--- config.mk ---
export PLATFORM = sky130hd
export DESIGN_NAME = hazard_scoreboard
export DESIGN_NICKNAME = d
export VERILOG_FILES = /design/src/rtl/hazard_pkg.sv /design/src/rtl/hazard_md_busy.sv /design/src/rtl/hazard_scoreboard.sv
export SDC_FILE = /design/constraint.sdc
export NUM_CORES = 1
export LEC_CHECK = 0
export CORE_ASPECT_RATIO = 0.75
export CORE_MARGIN = 8
export CORE_UTILIZATION = 55
export CTS_BUF_LIST = sky130_fd_sc_hd__clkbuf_4
export DETAILED_ROUTE_END_ITERATION = 6
export HOLD_SLACK_MARGIN = 0.02
export PLACE_DENSITY = 0.87
export SLEW_MARGIN = 20
export SYNTH_ARGS = -nofsm -noshare
export SYNTH_HDL_FRONTEND = slang
export SYNTH_SLANG_ARGS = --single-unit
--- constraint.sdc ---
create_clock -name clk -period 1.9 [get_ports clk]
set_input_delay 0.38 -clock clk [delete_from_list [all_inputs] [get_ports clk]]
set_output_delay 0.38 -clock clk [all_outputs]
set_load 0.02 [all_outputs]
--- src/rtl/hazard_pkg.sv ---
// Shared types and constants for the hazard scoreboard: forwarding select codes,
// the per-stage destination record and the default mult/div latencies.
package hazard_pkg;
  localparam int SB_REG_AW    = 5;
  localparam int SB_TNEW_W    = 2;
  localparam int MULT_LAT_DEF = 5;
  localparam int DIV_LAT_DEF  = 10;

  localparam logic [1:0] FWD_NONE = 2'b00;
  localparam logic [1:0] FWD_OLD  = 2'b01;
  localparam logic [1:0] FWD_NEW  = 2'b10;

  typedef struct packed {
    logic [SB_REG_AW-1:0] dst;
    logic                 we;
    logic [SB_TNEW_W-1:0] tnew;
  } stage_ent_t;

  // Tnew counts down as the producer advances, but never wraps below zero.
  function automatic logic [SB_TNEW_W-1:0] tnew_dec(input logic [SB_TNEW_W-1:0] t);
    return (t == '0) ? t : t - SB_TNEW_W'(1);
  endfunction
endpackage

--- src/rtl/hazard_md_busy.sv ---
// Mult/div busy countdown and the HI/LO stall term. Loads when a mult/div sits in E,
// then counts down; a HI/LO user in D stalls while busy or while the op is still in E.
module hazard_md_busy import hazard_pkg::*; #(
  parameter int MULT_LAT = MULT_LAT_DEF,
  parameter int DIV_LAT  = DIV_LAT_DEF,
  parameter int CNT_W    = 4
) (
  input  logic clk,
  input  logic reset,
  input  logic i_e_md_start,
  input  logic i_e_md_div,
  input  logic i_md_use_d,
  output logic o_md_busy,
  output logic o_md_stall
);
  logic [CNT_W-1:0] r_cnt;

  always_ff @(posedge clk or negedge reset) begin
    if (!reset)            r_cnt <= '0;
    else if (i_e_md_start) r_cnt <= i_e_md_div ? CNT_W'(DIV_LAT) : CNT_W'(MULT_LAT);
    else if (r_cnt != '0)  r_cnt <= r_cnt - CNT_W'(1);
  end

  assign o_md_busy  = (r_cnt != '0);
  assign o_md_stall = i_md_use_d & (o_md_busy | i_e_md_start);
endmodule

--- src/rtl/hazard_scoreboard.sv ---
// Stall / forwarding unit with its own E/M/W destination scoreboard.
// Build option HAZ_PERF_EN adds stall_cnt and md_stall_cnt performance counters.
module hazard_scoreboard import hazard_pkg::*; #(
  parameter int REG_AW   = SB_REG_AW,
  parameter int TNEW_W   = SB_TNEW_W,
  parameter int MULT_LAT = MULT_LAT_DEF,
  parameter int DIV_LAT  = DIV_LAT_DEF,
  parameter int CNT_W    = 4
) (
  input  logic              clk,
  input  logic              reset,
  input  logic [REG_AW-1:0] rs_d,
  input  logic [REG_AW-1:0] rt_d,
  input  logic [TNEW_W-1:0] rs_tuse,
  input  logic [TNEW_W-1:0] rt_tuse,
  input  logic [REG_AW-1:0] dst_d,
  input  logic              we_d,
  input  logic [TNEW_W-1:0] tnew_d,
  input  logic              md_start_d,
  input  logic              md_div_d,
  input  logic              md_use_d,
  output logic              stall,
  output logic [1:0]        fwd_rs_d,
  output logic [1:0]        fwd_rt_d,
  output logic [1:0]        fwd_rs_e,
  output logic [1:0]        fwd_rt_e,
  output logic              fwd_rt_m,
  output logic              md_busy
`ifdef HAZ_PERF_EN
  ,
  output logic [31:0]       stall_cnt,
  output logic [31:0]       md_stall_cnt
`endif
);
  localparam int NSRC = 2;  // index 0 = rs, 1 = rt

  stage_ent_t        r_e, r_m, r_w;
  logic [REG_AW-1:0] r_e_rs, r_e_rt, r_m_rt;
  logic              r_e_md_start, r_e_md_div;

  logic [NSRC-1:0][REG_AW-1:0] w_src_d, w_src_e;
  logic [NSRC-1:0][TNEW_W-1:0] w_tuse;
  logic [NSRC-1:0][1:0]        w_fwd_d, w_fwd_e;
  logic [NSRC-1:0]             w_hold;
  logic                        w_md_stall, w_stall;

  function automatic logic hit(input logic [REG_AW-1:0] r, input stage_ent_t s);
    return (r != '0) && s.we && (r == s.dst);
  endfunction

  assign w_src_d = {rt_d, rs_d};
  assign w_src_e = {r_e_rt, r_e_rs};
  assign w_tuse  = {rt_tuse, rs_tuse};

  for (genvar g = 0; g < NSRC; g++) begin : g_src
    assign w_hold[g] = (hit(w_src_d[g], r_e) && (w_tuse[g] < r_e.tnew)) ||
                       (hit(w_src_d[g], r_m) && (w_tuse[g] < r_m.tnew));
    // The younger producer in E wins over M.
    assign w_fwd_d[g] = (hit(w_src_d[g], r_e) && (r_e.tnew == '0)) ? FWD_NEW :
                        (hit(w_src_d[g], r_m) && (r_m.tnew == '0)) ? FWD_OLD : FWD_NONE;
    assign w_fwd_e[g] = (hit(w_src_e[g], r_m) && (r_m.tnew == '0)) ? FWD_NEW :
                        (hit(w_src_e[g], r_w) && (r_w.tnew == '0)) ? FWD_OLD : FWD_NONE;
  end

  hazard_md_busy #(.MULT_LAT(MULT_LAT), .DIV_LAT(DIV_LAT), .CNT_W(CNT_W)) u_md_busy (
    .clk          (clk),
    .reset        (reset),
    .i_e_md_start (r_e_md_start),
    .i_e_md_div   (r_e_md_div),
    .i_md_use_d   (md_use_d),
    .o_md_busy    (md_busy),
    .o_md_stall   (w_md_stall)
  );

  assign w_stall  = (|w_hold) | w_md_stall;
  assign stall    = w_stall;
  assign fwd_rs_d = w_fwd_d[0];
  assign fwd_rt_d = w_fwd_d[1];
  assign fwd_rs_e = w_fwd_e[0];
  assign fwd_rt_e = w_fwd_e[1];
  assign fwd_rt_m = hit(r_m_rt, r_w) && (r_w.tnew == '0);

  always_ff @(posedge clk or negedge reset) begin
    if (!reset) begin
      r_e <= '0; r_m <= '0; r_w <= '0;
      r_e_rs <= '0; r_e_rt <= '0; r_m_rt <= '0;
      r_e_md_start <= 1'b0; r_e_md_div <= 1'b0;
    end else begin
      r_w    <= r_m;
      r_m    <= '{dst: r_e.dst, we: r_e.we, tnew: tnew_dec(r_e.tnew)};
      r_m_rt <= r_e_rt;
      if (w_stall) begin
        r_e <= '0; r_e_rs <= '0; r_e_rt <= '0;
        r_e_md_start <= 1'b0; r_e_md_div <= 1'b0;
      end else begin
        r_e <= '{dst: dst_d, we: we_d, tnew: tnew_d};
        r_e_rs <= rs_d; r_e_rt <= rt_d;
        r_e_md_start <= md_start_d; r_e_md_div <= md_div_d;
      end
    end
  end

`ifdef HAZ_PERF_EN
  logic [31:0] r_stall_cnt, r_md_stall_cnt;

  always_ff @(posedge clk or negedge reset) begin
    if (!reset) begin
      r_stall_cnt    <= '0;
      r_md_stall_cnt <= '0;
    end else begin
      if (w_stall) r_stall_cnt <= r_stall_cnt + 32'd1;
      // Only stalls that the HI/LO rule alone is responsible for.
      if (w_md_stall && !(|w_hold)) r_md_stall_cnt <= r_md_stall_cnt + 32'd1;
    end
  end

  assign stall_cnt    = r_stall_cnt;
  assign md_stall_cnt = r_md_stall_cnt;
`endif
endmodule

# Word level (Yosys, flattened, before mapping)
# Index checks and enable logic that the tools add are counted.
[word_totals]
ff_bits = 45
inputBits = 27
out_inout_bits = 11
elab_cells = 94
[op_classes]
n_addsub = 2
magnitude_cmp = 4
eq_ne = 9
n_mux = 17
bitwise = 3
reduce_logical = 44
[op_table]
columns = ["cell", "n"]
rows = [
  ["$eq A5 B5 Y1", 9],
  ["$logic_and A1 B1 Y1", 31],
  ["$reduce_bool A5 Y1", 5],
  ["$mux W4", 3],
  ["$mux W2", 5],
  ["$mux W5", 2],
  ["$lt A2 B2 Y1", 4],
  ["$mux W8", 1],
  ["$logic_not A2 Y1", 3],
  ["$mux W1", 6],
  ["$reduce_bool A4 Y1", 1],
  ["$sub A4 B1 Y4 const B", 1],
  ["$logic_or A1 B1 Y1", 2],
  ["$or A1 B1 Y1", 2],
  ["$reduce_bool A2 Y1", 1],
  ["$reduce_or A2 Y1", 1],
  ["$sub A2 B1 Y2 const B", 1],
  ["$and A1 B1 Y1", 1],
]

# Depth between registers and ports, before layout
# Gate-level depths: netlist (run 1).
[depth]
depth_word = 8
depth_mapped = 9
ltp_nobuf = 7

# Cells and area by module
# Synthesis (run 1) repeated with hierarchy kept, for this count alone.
[unflattened]
cells_unflattened = 222
hier_area_um2 = 2381.0
[by_module_without_submodules]
columns = ["module", "instances", "cells_each", "area_each_um2", "seq_area_each_um2"]
rows = [
  ["hazard_scoreboard", 1, 200, 2137.0, 1026.0],
  ["hazard_md_busy", 1, 22, 244.0, 100.1],
]

# Least setup slack after synthesis (run 1)
# No wires, ideal clock.
[synth_path]
path_kind = "register to output"
start = "register r_e_rt[1]"
end = "output fwd_rt_e[0]"
arrival_time_ns = 1.904
path_slack_ns = -0.384
stages_incl_launch_ff = 5
n_path_buf = 0
path_cell_list = "dfrtp_1 or4_1 nor2_2 nor4_1 nor4_1"
[synth_via]
elab_chain_len = 6
word_cells_on_any_way = 11
[synth_rtl]
columns = ["element", "line", "rtl"]
rows = [
  ["from (decl)", "hazard_scoreboard.sv:38", "logic [REG_AW-1:0] r_e_rs, r_e_rt, r_m_rt;"],
  ["from (signal assigned)", "hazard_scoreboard.sv:97", "r_e_rs <= rs_d; r_e_rt <= rt_d;"],
  ["$reduce_bool A5 Y1", "hazard_scoreboard.sv:48", "return (r != '0) && s.we && (r == s.dst);"],
  ["$logic_and A1 B1 Y1 (2 in a row)", "hazard_scoreboard.sv:48", ""],
  ["$logic_and A1 B1 Y1", "hazard_scoreboard.sv:62", "(hit(w_src_e[g], r_w) && (r_w.tnew == '0)) ? FWD_OLD : FWD_NONE;"],
  ["$mux W1", "hazard_scoreboard.sv:62", ""],
  ["$mux W2 *", "hazard_scoreboard.sv:61", "assign w_fwd_e[g] = (hit(w_src_e[g], r_m) && (r_m.tnew == '0)) ? FWD_NEW :"],
  ["to (decl)", "hazard_scoreboard.sv:26", "output logic [1:0] fwd_rt_e,"],
]
# Every way passes the cells marked *; elsewhere a longest branch is shown, timed or not.

# Worst setup path in the final report (run 1)
[layout_path]
start = "input rs_d[0]"
end = "output stall"
[layout_via]
elab_chain_len = 7
word_cells_on_any_way = 12
[layout_rtl]
columns = ["element", "line", "rtl"]
rows = [
  ["from (decl)", "hazard_scoreboard.sv:12", "input logic [REG_AW-1:0] rs_d,"],
  ["$reduce_bool A5 Y1", "hazard_scoreboard.sv:48", ""],
  ["$logic_and A1 B1 Y1 (2 in a row)", "hazard_scoreboard.sv:48", ""],
  ["$logic_and A1 B1 Y1, on equally long branches", "hazard_scoreboard.sv:56, hazard_scoreboard.sv:57", ""],
  ["$logic_or A1 B1 Y1 *", "hazard_scoreboard.sv:56", "assign w_hold[g] = (hit(w_src_d[g], r_e) && (w_tuse[g] < r_e.tnew)) ||"],
  ["$reduce_or A2 Y1 *", "hazard_scoreboard.sv:75", "assign w_stall = (|w_hold) | w_md_stall;"],
  ["$or A1 B1 Y1 *", "hazard_scoreboard.sv:75", ""],
  ["to (decl)", "hazard_scoreboard.sv:22", "output logic stall,"],
]
# Marked as above.

==> flow_summary_export.csv, run 1 <==
group,metric,value,unit
run_status,outcome,"complete, but fails checks",
run_status,violations,"negative setup slack",
power,power,2940,uW
worst_hold_path,min-delay-path-class,"flop to flop",
timing,maxSlewViolCount,0,
worst_setup_path,cp_slowest_cell,"clkdlybuf4s50_1",
floorplanning,die_area,6430,sq um
timing,finalCriticalPeriod,2440,ps
final_layout,post-route-util,84.6,%
cts,cts_tree,"yes",
global_routing,track_usage,20.8,%
power,powerDensity,869,nW/um^2
power,power_leakage,0.00155,uW
place,port_buffers,37,
floorplanning,die_w,90.0,um
timing,tightestPinTransition,512,ps
worst_setup_path,cp-end-kind,"output port",
cts,insertion_delay,370,ps
floorplanning,core_area,4000,sq um
worst_setup_path,cpPeakStageDelay,470,ps
synthesis,yosysSeqAreaShare,49.9,%
synthesis,syn_inst,222,
worst_hold_path,hold_depth,0,
synthesis,yosysWarnings,0,
worst_setup_path,path_depth,7,
place,dp_hpwl,4.56,mm
synthesis,synth-seq-cells,45,
synthesis,syn_area_per_cell,10.2,sq um
place,routabilityCongestion,0.858,
cts,cts-buffers-inserted,5,
worst_setup_path,crit_required,1520,ps
timing,max_freq,410,MHz
routing,drc_errors,0,
cts,cts.path.max_buffers,2,
final_layout,drive_above_1_share,37.3,%
timing,finalSetupTns,-3680,ps
routing,viasPerCell,5.55,
cts,clkTransAtPathRegs,120,ps
final_layout,num_antenna_cells,0,
final_layout,design_area,3390,sq um
worst_setup_path,criticalPathCategory,"input pin to output port",
timing,fin_crit_sh,129,%
place,place_area,3070,sq um
floorplanning,die_y,71.5,um
final_layout,mostFrequentLayoutCells,"buf_4 (56), dfrtp_1 (38), nor2_1 (24), nand3_1 (23), xor2_1 (18)",
worst_setup_path,path_buf_inv,2,
synthesis,syn_nets,255,
worst_setup_path,r2r_cells,7,
floorplanning,io_pins,38,
synthesis,syn-cell-area,2260,sq um
timing,fin_skew,16.8,ps
routing,vias,2059,
final_layout,syn_to_final_growth,50.0,%
flow_run,cap_violations,0,
global_routing,grt-ovfl-total,0,
timing,finalHoldViolCount,0,
global_routing,grt_pass1_wl,10.6,mm
cts,cts.sinks,45,
timing,fin_ws,-542,ps
global_routing,antenna_found_initial,0,
worst_setup_path,path_max_fanout,2,
routing,wl,6.90,mm
routing,ant_nets,0,
power,peakVddDrop,0.000698,V
synthesis,ys_types,28,
final_layout,nets,349,
cts,cts_root_buf,"clkbuf_4",
routing,drtPass1Iterations,4,
timing,rsz0062_at_grt,"yes",
floorplanning,rows,20,
routing,wl_per_cell,18.6,um
cts,htreeDepth,2,
worst_setup_path,path_cells,"clkdlybuf4s50_1, or2_2, o21ai_0, nand4_1, o211ai_2, nand3b_1, buf_6",
timing,slew_headroom,65.9,%
global_routing,grt_max_degree,25,
worst_setup_path,critPathTopFamily,"simple AND/OR/NAND/NOR gates",
timing,finalSetupViolations,10,
final_layout,mostFrequentLayoutCell,"buf_4",
global_routing,first_global_vias,2210,
worst_setup_path,start_kind,"input pin",
routing,drt_iter0_drc,153,
worst_setup_path,cp.arrival,2060,ps
floorplanning,start_util,56.4,%
## registers in the layout, summed over array words and instances (netlist names)
| name | count |
|---|---|
| u_md_busy.r_cnt | 4 |
| r_m | 8 |
| r_m_rt | 5 |
| r_e_md_start | 1 |
| r_w | 8 |
| r_e_rs | 5 |
| r_e_rt | 5 |
| r_e | 8 |
| r_e_md_div | 1 |
## cell usage after synthesis
cell type | count | area (sq um)
o31ai_1 | 2 | 15.0
o21ai_0 | 9 | 45.0
o211ai_2 | 1 | 12.5
and2_1 | 2 | 12.5
buf_2 | 3 | 15.0
nor2_1 | 26 | 97.6
nor2b_1 | 3 | 18.8
xor2_1 | 20 | 175
inv_1 | 7 | 26.3
o21ai_1 | 2 | 10.0
nand2b_1 | 1 | 6.26
or4_1 | 2 | 15.0
buf_6 | 2 | 22.5
nor3_1 | 5 | 25.0
nor3b_1 | 1 | 7.51
nor2_2 | 2 | 12.5
nand2_1 | 9 | 33.8
dfrtp_1 | 45 | 1130
nand4_1 | 7 | 43.8
or2_2 | 3 | 18.8
nand3_1 | 23 | 115
nor4_2 | 2 | 25.0
xnor2_1 | 23 | 201
nand3b_1 | 2 | 15.0
ha_1 | 6 | 75.1
buf_4 | 2 | 15.0
nor4_1 | 10 | 62.6
a21oi_1 | 2 | 10.0
## metal layers
layer	global-route usage (%)	wire, um
met5	0	0
met4	10.8	257
met3	5.74	481
met2	38.2	3610
met1	21.4	2550
## final cells by class
type | count | area, sq um
sequential | 45 | 1130
inverter | 7 | 26.3
clock inverter | 1 | 3.75
fill | 228 | 617
tap | 55 | 68.8
clock buffer | 6 | 45.0
timing repair buffer | 94 | 802
multi-input combinational | 163 | 1310
## where the power goes
| part | leakage (uW) | switching, uW | total (uW) | internal, uW |
|---|---|---|---|---|
| Combinational | 0.000951 | 603 | 1250 | 646 |
| Clock | 0.0000292 | 300 | 449 | 149 |
| Sequential | 0.000566 | 129 | 1250 | 1120 |
## metrics by stage
| stage | instances | hold WS (ps) | setup slack [ps] |
|---|---|---|---|
| after detailed placement | 352 | 374 | -1020 |
| after global placement | 352 | 358 | -968 |
| final | 371 | 426 | -542 |
| after CTS | 366 | 395 | -471 |
| after floorplan | 222 | 84.4 | -46.7 |
| after global routing | 371 | 431 | -642 |
## worst reg2reg max path, stage by stage (launching register included)
cell,delay (ps)
dfrtp_2,470
xor2_2,160
nor4_2,340
buf_4,190
nand4_1,160
buf_4,260
nand3_1,120
nor2_1,50
## what timing repair did
item                                    in CTS  in global routing
endpoints found under the hold margin       21                  0
endpoints found under the setup margin      12                 30
cloned                                       0                  0
hold buffers                                 1                  0
buffers inserted                             6                  7
gates resized for setup                     94                 18
pin swaps                                   19                  9
## cell families after synthesis
logic type / share of synthesized area (%)
AND/OR/NAND/NOR: 22.5
flip-flops: 49.9
XOR/XNOR: 16.7
AO/OA/AOI/OAI: 4.10
buffers and inverters: 3.49
adder cells (fa/ha/maj): 3.32
## worst paths after layout
kind	from	end	slack, ps
max in group asynchronous	reset	r_m[6]	880
worst max-delay path	rs_d[0]	stall	-540
worst max register to register	r_e[6]	r_e_rs[0]	40
worst min register to register	r_m[0]	r_w[0]	430
min in group asynchronous	reset	r_m_rt[0]	490
worst min-delay path	r_m[0]	r_w[0]	430
Power figures use the tool's default switching activity.
==> run 2, diff against run 1 <==
--- a/config.mk
+++ b/config.mk
@@ -10,9 +10,11 @@
 export CORE_UTILIZATION = 55
 export CTS_BUF_LIST = sky130_fd_sc_hd__clkbuf_4
 export DETAILED_ROUTE_END_ITERATION = 6
+export GPL_ROUTABILITY_DRIVEN = 1
 export HOLD_SLACK_MARGIN = 0.02
 export PLACE_DENSITY = 0.87
 export SLEW_MARGIN = 20
 export SYNTH_ARGS = -nofsm -noshare
 export SYNTH_HDL_FRONTEND = slang
+export SYNTH_HIERARCHICAL = 1
 export SYNTH_SLANG_ARGS = --single-unit
==> run 2 against run 1 <==
Compared with the run above:
- the run now fails in global routing (5_1_grt)
- area after synthesis grew 5.4%
- synthesized cell count unchanged
==> flow_summary_export.csv, run 2 <==
group,metric,value,unit
synthesis,synth_commonest_cells,"dfrtp_1 (45), xnor2_1 (28), nor4_1 (27)",
synthesis,async_flop_share,100,%
run_status,first-error,"[ERROR DPL-0038] Utilization greater than 100%, impossible to legalize",
run_status,lastStage,"global routing (5_1_grt)",
synthesis,synth-seq-cells,45,
cts,cts.sinks,45,
floorplanning,rows,20,
synthesis,syn_nets,255,
synthesis,syn_area_per_cell,10.7,sq um
synthesis,synth_top_area_share,47.3,%
floorplanning,start_util,58.0,%
place,dp.cells,359,
cts,htreeDepth,2,
synthesis,yosysSeqAreaShare,47.3,%
synthesis,yosysWarnings,6,
run_status,outcome,"did not finish",
synthesis,syn-cell-area,2380,sq um
synthesis,synthFlopType,"dfrtp_1",
floorplanning,die_y,73.0,um
place,routabilityCongestion,0.871,
place,place_area,3310,sq um
cts,cts.path.max_buffers,2,
synthesis,synth_top_cell_by_area,"dfrtp_1",
timing,grt-worst-endpoint,"stall",
synthesis,synth_most_common_cell,"dfrtp_1",
floorplanning,die_w,92.0,um
place,dp_hpwl,4.84,mm
synthesis,synth.area.top_cells,"dfrtp_1 (47%), xnor2_1 (10%), nor4_1 (7.1%)",
place,port_buffers,37,
synthesis,synth_edf_count,0,
synthesis,ys_types,32,
cts,cts-buffers-inserted,5,
synthesis,syn_inst,222,
timing,worst-ep-kind,"output port",
cts,cts_root_buf,"clkbuf_4",
floorplanning,io_pins,38,
global_routing,grt_max_degree,21,
## run 2: cell families after synthesis
logic type | count (synthesis) | synth area share, %
compound gates | 33 | 10.1
mux | 2 | 0.893
fa+ha+maj | 6 | 3.15
flops | 45 | 47.3
simple gates | 73 | 18.8
xor+xnor | 46 | 16.9
buf+inv | 17 | 2.79
## run 2: repair_timing
action,in CTS
hold endpoints to repair,15
pin swaps,21
setup buffers,16
resized for setup,113
endpoints found under the setup margin,31
hold buffers,1
## run 2: per-stage QoR
step	setup WS (ps)	hold slack (ps)
3_3_place_gp	-1290	311
3_5_place_dp	-1320	311
2_1_floorplan	-329	84.4
4_1_cts	-836	376
==> run 3, diff against run 2 <==
--- a/config.mk
+++ b/config.mk
@@ -5,14 +5,11 @@
 export SDC_FILE = /design/constraint.sdc
 export NUM_CORES = 1
 export LEC_CHECK = 0
-export CORE_ASPECT_RATIO = 0.75
 export CORE_MARGIN = 8
-export CORE_UTILIZATION = 55
-export CTS_BUF_LIST = sky130_fd_sc_hd__clkbuf_4
+export CORE_UTILIZATION = 40
 export DETAILED_ROUTE_END_ITERATION = 6
 export GPL_ROUTABILITY_DRIVEN = 1
-export HOLD_SLACK_MARGIN = 0.02
-export PLACE_DENSITY = 0.87
+export PLACE_DENSITY_LB_ADDON = 0.15
 export SLEW_MARGIN = 20
 export SYNTH_ARGS = -nofsm -noshare
 export SYNTH_HDL_FRONTEND = slang
==> run 3 against run 2 <==
Compared with the run above:
- the flow now finishes, with violations (negative setup slack)
- area after synthesis stayed put
- synthesized cell count is the same
==> flow_summary_export.csv, run 3 <==
group,metric,value,unit
worst_setup_path,start_kind,"input pin",
synthesis,syn_area_per_cell,10.7,sq um
timing,maxSlewViolCount,0,
cts,cts.path.max_buffers,2,
synthesis,synth_commonest_cells,"dfrtp_1 (45), xnor2_1 (28), nor4_1 (27)",
power,peakVddDrop,0.000469,V
cts,clkTransAtPathRegs,80,ps
synthesis,synth.area.top_cells,"dfrtp_1 (47%), xnor2_1 (10%), nor4_1 (7.1%)",
cts,htreeDepth,2,
run_status,outcome,"complete, but fails checks",
floorplanning,rows,28,
synthesis,synth_most_common_cell,"dfrtp_1",
flow_run,cap_violations,0,
timing,holdWs,40.7,ps
run_status,violations,"negative setup slack",
floorplanning,start_util,40.7,%
global_routing,grt-ovfl-total,0,
timing,tightestPinTransition,508,ps
cts,cts_tree,"yes",
global_routing,antenna_found_initial,0,
final_layout,fin_cells,416,
routing,drc_errors,0,
routing,drtPass1Iterations,4,
place,place_area,3390,sq um
worst_hold_path,min-delay-path-class,"input pin to asynchronous set/reset pin",
timing,slew_headroom,66.1,%
timing,fin_ws,-681,ps
cts,cts-buffers-inserted,5,
worst_setup_path,path_max_fanout,3,
cts,cts.sinks,45,
routing,wl_met2,4.70,mm
final_layout,n_fill_cell,386,
final_layout,drive_above_1_share,56.3,%
power,powerDensity,785,nW/um^2
routing,viasPerCell,5.51,
final_layout,mostFrequentLayoutCell,"buf_4",
synthesis,ys_types,32,
synthesis,syn-cell-area,2380,sq um
timing,finalHoldViolCount,0,
final_layout,mostFrequentLayoutCells,"buf_4 (75), dfrtp_1 (39), nor4_4 (24), xnor2_1 (22), buf_6 (20)",
global_routing,first_global_vias,2495,
floorplanning,io_pins,38,
worst_setup_path,crit_required,1520,ps
worst_setup_path,cpPeakStageDelay,560,ps
cts,cts_root_buf,"clkbuf_8",
timing,finalSetupViolations,30,
floorplanning,die_y,93.2,um
final_layout,syn_to_final_growth,82.8,%
worst_setup_path,criticalPathCategory,"input pin to output port",
final_layout,nets,374,
routing,ant_nets,0,
worst_setup_path,cp-startpoint,"rt_d[1]",
place,port_buffers,37,
timing,max_freq,387,MHz
routing,wl_per_cell,20.6,um
synthesis,synth-seq-cells,45,
floorplanning,die_area,8680,sq um
final_layout,reg_top3,"r_e (8), r_m (8), r_w (8)",
synthesis,syn_nets,255,
worst_setup_path,path_buf_inv,2,
synthesis,yosysWarnings,6,
routing,vias,2291,
place,routabilityCongestion,0.849,
synthesis,async_flop_share,100,%
synthesis,yosysSeqAreaShare,47.3,%
synthesis,synth_edf_count,0,
floorplanning,die_w,93.2,um
routing,wl_met3,348,um
place,dp_hpwl,5.00,mm
routing,drt_iter0_drc,85,
worst_setup_path,cp-end-kind,"output port",
routing,top_layer,"met4",
place,dp.cells,386,
floorplanning,core_area,5850,sq um
global_routing,grt_pass1_wl,12.7,mm
worst_setup_path,path_depth,6,
final_layout,num_antenna_cells,0,
global_routing,track_usage,18.8,%
synthesis,synthFlopType,"dfrtp_1",
cts,insertion_delay,300,ps
worst_setup_path,cp.arrival,2200,ps
routing,wl,8.57,mm
synthesis,syn_inst,222,
timing,finalCriticalPeriod,2580,ps
worst_setup_path,r2r-start,"u_md_busy/r_cnt[0]",
synthesis,synth_top_cell_by_area,"dfrtp_1",
timing,fin_crit_sh,136,%
worst_setup_path,cp_slowest_cell,"or4_4",
synthesis,synth_top_area_share,47.3,%
worst_setup_path,critPathTopFamily,"simple AND/OR/NAND/NOR gates",
global_routing,grt_max_degree,22,
timing,fin_skew,4.06,ps
final_layout,design_area,4350,sq um
power,power_leakage,0.00178,uW
cts,cts_hold_buf,0,
worst_setup_path,r2r_cells,11,
worst_setup_path,path_cells,"buf_6, or4_4, o211ai_1, a2111oi_4, or4_4, buf_6",
routing,met1_length,3.27,mm
timing,rsz0062_at_grt,"yes",
[run 3: cell counts after synthesis]
No cell type changed its count.
[run 3: path summary, 6_finish.rpt]
kind | endpoint | slack, ps
setup reg to reg | r_e[3] | -150
hold / removal | u_md_busy/r_cnt[1] | 40
hold reg to reg | r_w[2] | 500
max in group asynchronous | r_m[5] | 1260
setup / recovery | stall | -680
min in group clk | r_e_rs[1] | 470
[run 3: per-stage QoR]
stage | utilization [%] | TNS (ps) | setup slack, ps | power [uW]
after global routing | 74.4 | -8060 | -761 | 3600
after CTS | 69.0 | -4490 | -650 | 3270
after floorplan | - | -970 | -329 | 1780
final | 74.4 | -6310 | -681 | 3420
after global placement | 57.9 | -18140 | -1290 | 2260
after detailed placement | 57.9 | -19020 | -1290 | 2280
[run 3: worst reg2reg max path, stage by stage (launching register included)]
cell	delay, ps
dfrtp_1	400
inv_2	90
ha_4	140
nor3b_4	210
inv_2	50
o21a_1	180
a41o_1	230
buf_4	150
buf_12	140
buf_12	140
buf_6	120
nor4_4	110
[run 3: area by class of cell]
type	count	area [sq um]	share of cell area, %
inverter	5	18.8	0.431
timing repair buffer	124	1150	26.4
multi-input combinational	160	1850	42.6
clock inverter	2	35.0	0.805
clock buffer	5	68.8	1.58
tap	75	93.8	2.16
sequential	45	1130	26.0
[run 3: kinds of logic after synthesis]
family	Yosys count	synth area share, %
and+or+nand+nor	73	18.8
xor gates and xnor gates	46	16.9
DFF	45	47.3
AOI/OAI and AO/OA	33	10.1
buffers and inverters	17	2.79
adders and majority gates	6	3.15
muxes	2	0.893
[run 3: where the power goes]
group | total (uW) | internal, uW | leakage (uW) | switching, uW
logic | 1500 | 807 | 0.00116 | 690
registers | 1220 | 1100 | 0.000568 | 128
clock network | 695 | 382 | 0.0000540 | 313
[run 3: repair_timing]
action	CTS	global route
gates resized for setup	161	53
setup buffers	20	6
endpoints found under the setup margin	31	31
gates cloned	3	1
pin swaps	37	12
[run 3: per-layer routing]
metal  track usage (%)  up-vias
met5                 0        -
met4              7.65        0
met3              4.17       22
met2              33.6       61
met1              21.1     1143
li1                  -     1065
==> run 4, diff against run 3 <==
--- a/config.mk
+++ b/config.mk
@@ -6,7 +6,7 @@
 export NUM_CORES = 1
 export LEC_CHECK = 0
 export CORE_MARGIN = 8
-export CORE_UTILIZATION = 40
+export CORE_UTILIZATION = 47
 export DETAILED_ROUTE_END_ITERATION = 6
 export GPL_ROUTABILITY_DRIVEN = 1
 export PLACE_DENSITY_LB_ADDON = 0.15
==> run 4 against run 3 <==
Compared with the run above:
- largest power group is now sequential cells
- setup slack lost 4.4 ps
- cell count shrank 4.1%
- die area shrank 12%
- sequential share of layout area grew 4.0 points
- wire length shrank 21%
- the flow still finishes with violations (negative setup slack)
- worst hold slack gained 0.80 ps
- highest routed layer unchanged
==> flow_summary_export.csv, run 4 (synthesized netlist as in run 3, its figures left out) <==
group,metric,value,unit
routing,wl,6.74,mm
routing,wl_met2,3.56,mm
cts,insertion_delay,300,ps
routing,drc_errors,0,
final_layout,mostFrequentLayoutCell,"buf_4",
timing,finalSetupViolations,29,
floorplanning,rows,26,
global_routing,track_usage,18.5,%
floorplanning,io_pins,38,
timing,slew_headroom,73.9,%
timing,fin_ws,-685,ps
final_layout,reg_top3,"r_e (8), r_m (8), r_w (8)",
final_layout,drive_above_1_share,44.4,%
final_layout,fin_cells,399,
power,power_leakage,0.00160,uW
cts,cts_root_buf,"clkbuf_8",
final_layout,syn_to_final_growth,58.1,%
floorplanning,core_area,5010,sq um
worst_setup_path,r2r-start,"u_md_busy/r_cnt[0]",
timing,max_freq,387,MHz
floorplanning,die_w,87.2,um
floorplanning,die_area,7600,sq um
routing,met1_length,2.77,mm
place,port_buffers,37,
routing,ant_nets,0,
power,powerDensity,785,nW/um^2
timing,maxSlewViolCount,0,
worst_hold_path,min-delay-path-class,"input pin to asynchronous set/reset pin",
place,dp.cells,377,
worst_setup_path,r2r_end,"r_e_rt[3]",
cts,htreeDepth,2,
worst_setup_path,criticalPathCategory,"input pin to output port",
worst_setup_path,crit_required,1520,ps
routing,drt_iter0_drc,132,
timing,tightestPinTransition,389,ps
global_routing,antenna_found_initial,0,
global_routing,first_global_vias,2282,
routing,wl_met3,279,um
routing,top_layer,"met4",
floorplanning,start_util,47.5,%
worst_setup_path,r2r_cells,8,
place,dp_hpwl,4.69,mm
place,routabilityCongestion,0.900,
routing,viasPerCell,5.44,
cts,cts.path.max_buffers,2,
global_routing,grt_pass1_wl,10.9,mm
cts,cts_hold_buf,0,
final_layout,design_area,3760,sq um
floorplanning,die_y,87.2,um
global_routing,grt-ovfl-total,0,
run_status,outcome,"complete, but fails checks",
cts,cts-buffers-inserted,5,
timing,finalCriticalPeriod,2590,ps
final_layout,mostFrequentLayoutCells,"buf_4 (72), dfrtp_1 (42), xnor2_1 (24), o31ai_1 (20), xor2_1 (16)",
timing,rsz0062_at_grt,"yes",
global_routing,grt_max_degree,46,
place,place_area,3360,sq um
cts,cts_tree,"yes",
timing,fin_crit_sh,136,%
routing,vias,2170,
timing,finalHoldViolCount,0,
cts,clkTransAtPathRegs,80,ps
worst_setup_path,cp-end-kind,"output port",
run_status,violations,"negative setup slack",
final_layout,nets,363,
worst_setup_path,cp.arrival,2210,ps
timing,fin_skew,7.38,ps
power,peakVddDrop,0.000395,V
worst_setup_path,path_max_fanout,3,
worst_setup_path,r2r_slack,-60,ps
cts,cts.sinks,45,
routing,wl_per_cell,16.9,um
routing,drtPass1Iterations,4,
flow_run,cap_violations,0,
worst_setup_path,start_kind,"input pin",
final_layout,num_antenna_cells,0,
run 4: layout make-up:
| type | count | area (sq um) |
|---|---|---|
| inverter | 5 | 18.8 |
| multi-input combinational | 160 | 1500 |
| clock buffer | 5 | 68.8 |
| tap | 70 | 87.6 |
| sequential | 45 | 1130 |
| fill | 371 | 1240 |
| timing repair buffer | 113 | 953 |
| clock inverter | 1 | 5.00 |
run 4: worst max-delay path by stage:
stage                        from     to  slack [ps]  cells after the start
3_3_place_gp              rs_d[0]  stall       -1280                      6
4_1_cts        u_md_busy/r_cnt[1]  stall        -780                      8
6_report                  rs_d[1]  stall        -690                      6
5_1_grt        u_md_busy/r_cnt[0]  stall        -750                      8
3_5_place_dp              rs_d[0]  stall       -1290                      6
2_1_floorplan             rs_d[0]  stall        -330                      4
run 4: critical path, cell delays in order:
cell	delay, ps
dlygate4sd2_1	240
or4_4	510
or2_4	250
and4_1	160
or4_4	520
buf_6	150
run 4: repair_timing:
item / CTS / global route
cloned: 0 / 0
buffers inserted: 13 / 5
pin swaps: 22 / 15
setup endpoints to repair: 31 / 31
gates resized for setup: 104 / 24
run 4: per-layer routing:
metal	track usage, %	vias up
met2	32.6	70
met4	7.50	0
met5	0	-
li1	-	1039
met3	3.30	12
met1	21.6	1049
run 4: report_power, final:
| part | switching (uW) | internal [uW] |
|---|---|---|
| clock network | 297 | 242 |
| registers | 115 | 1100 |
| logic | 550 | 656 |
| total | 961 | 1990 |
run 4: stage by stage:
stage	setup TNS [ps]	setup slack (ps)	hold slack (ps)	util (%)	total power [uW]
after floorplan	-970	-329	84.4	-	1780
after global placement	-16890	-1280	371	67.2	2230
after detailed placement	-17810	-1290	376	67.2	2270
after CTS	-4200	-783	55.1	72.3	2900
after global routing	-6480	-746	48.2	75.1	3110
final	-3980	-685	41.5	75.1	2950
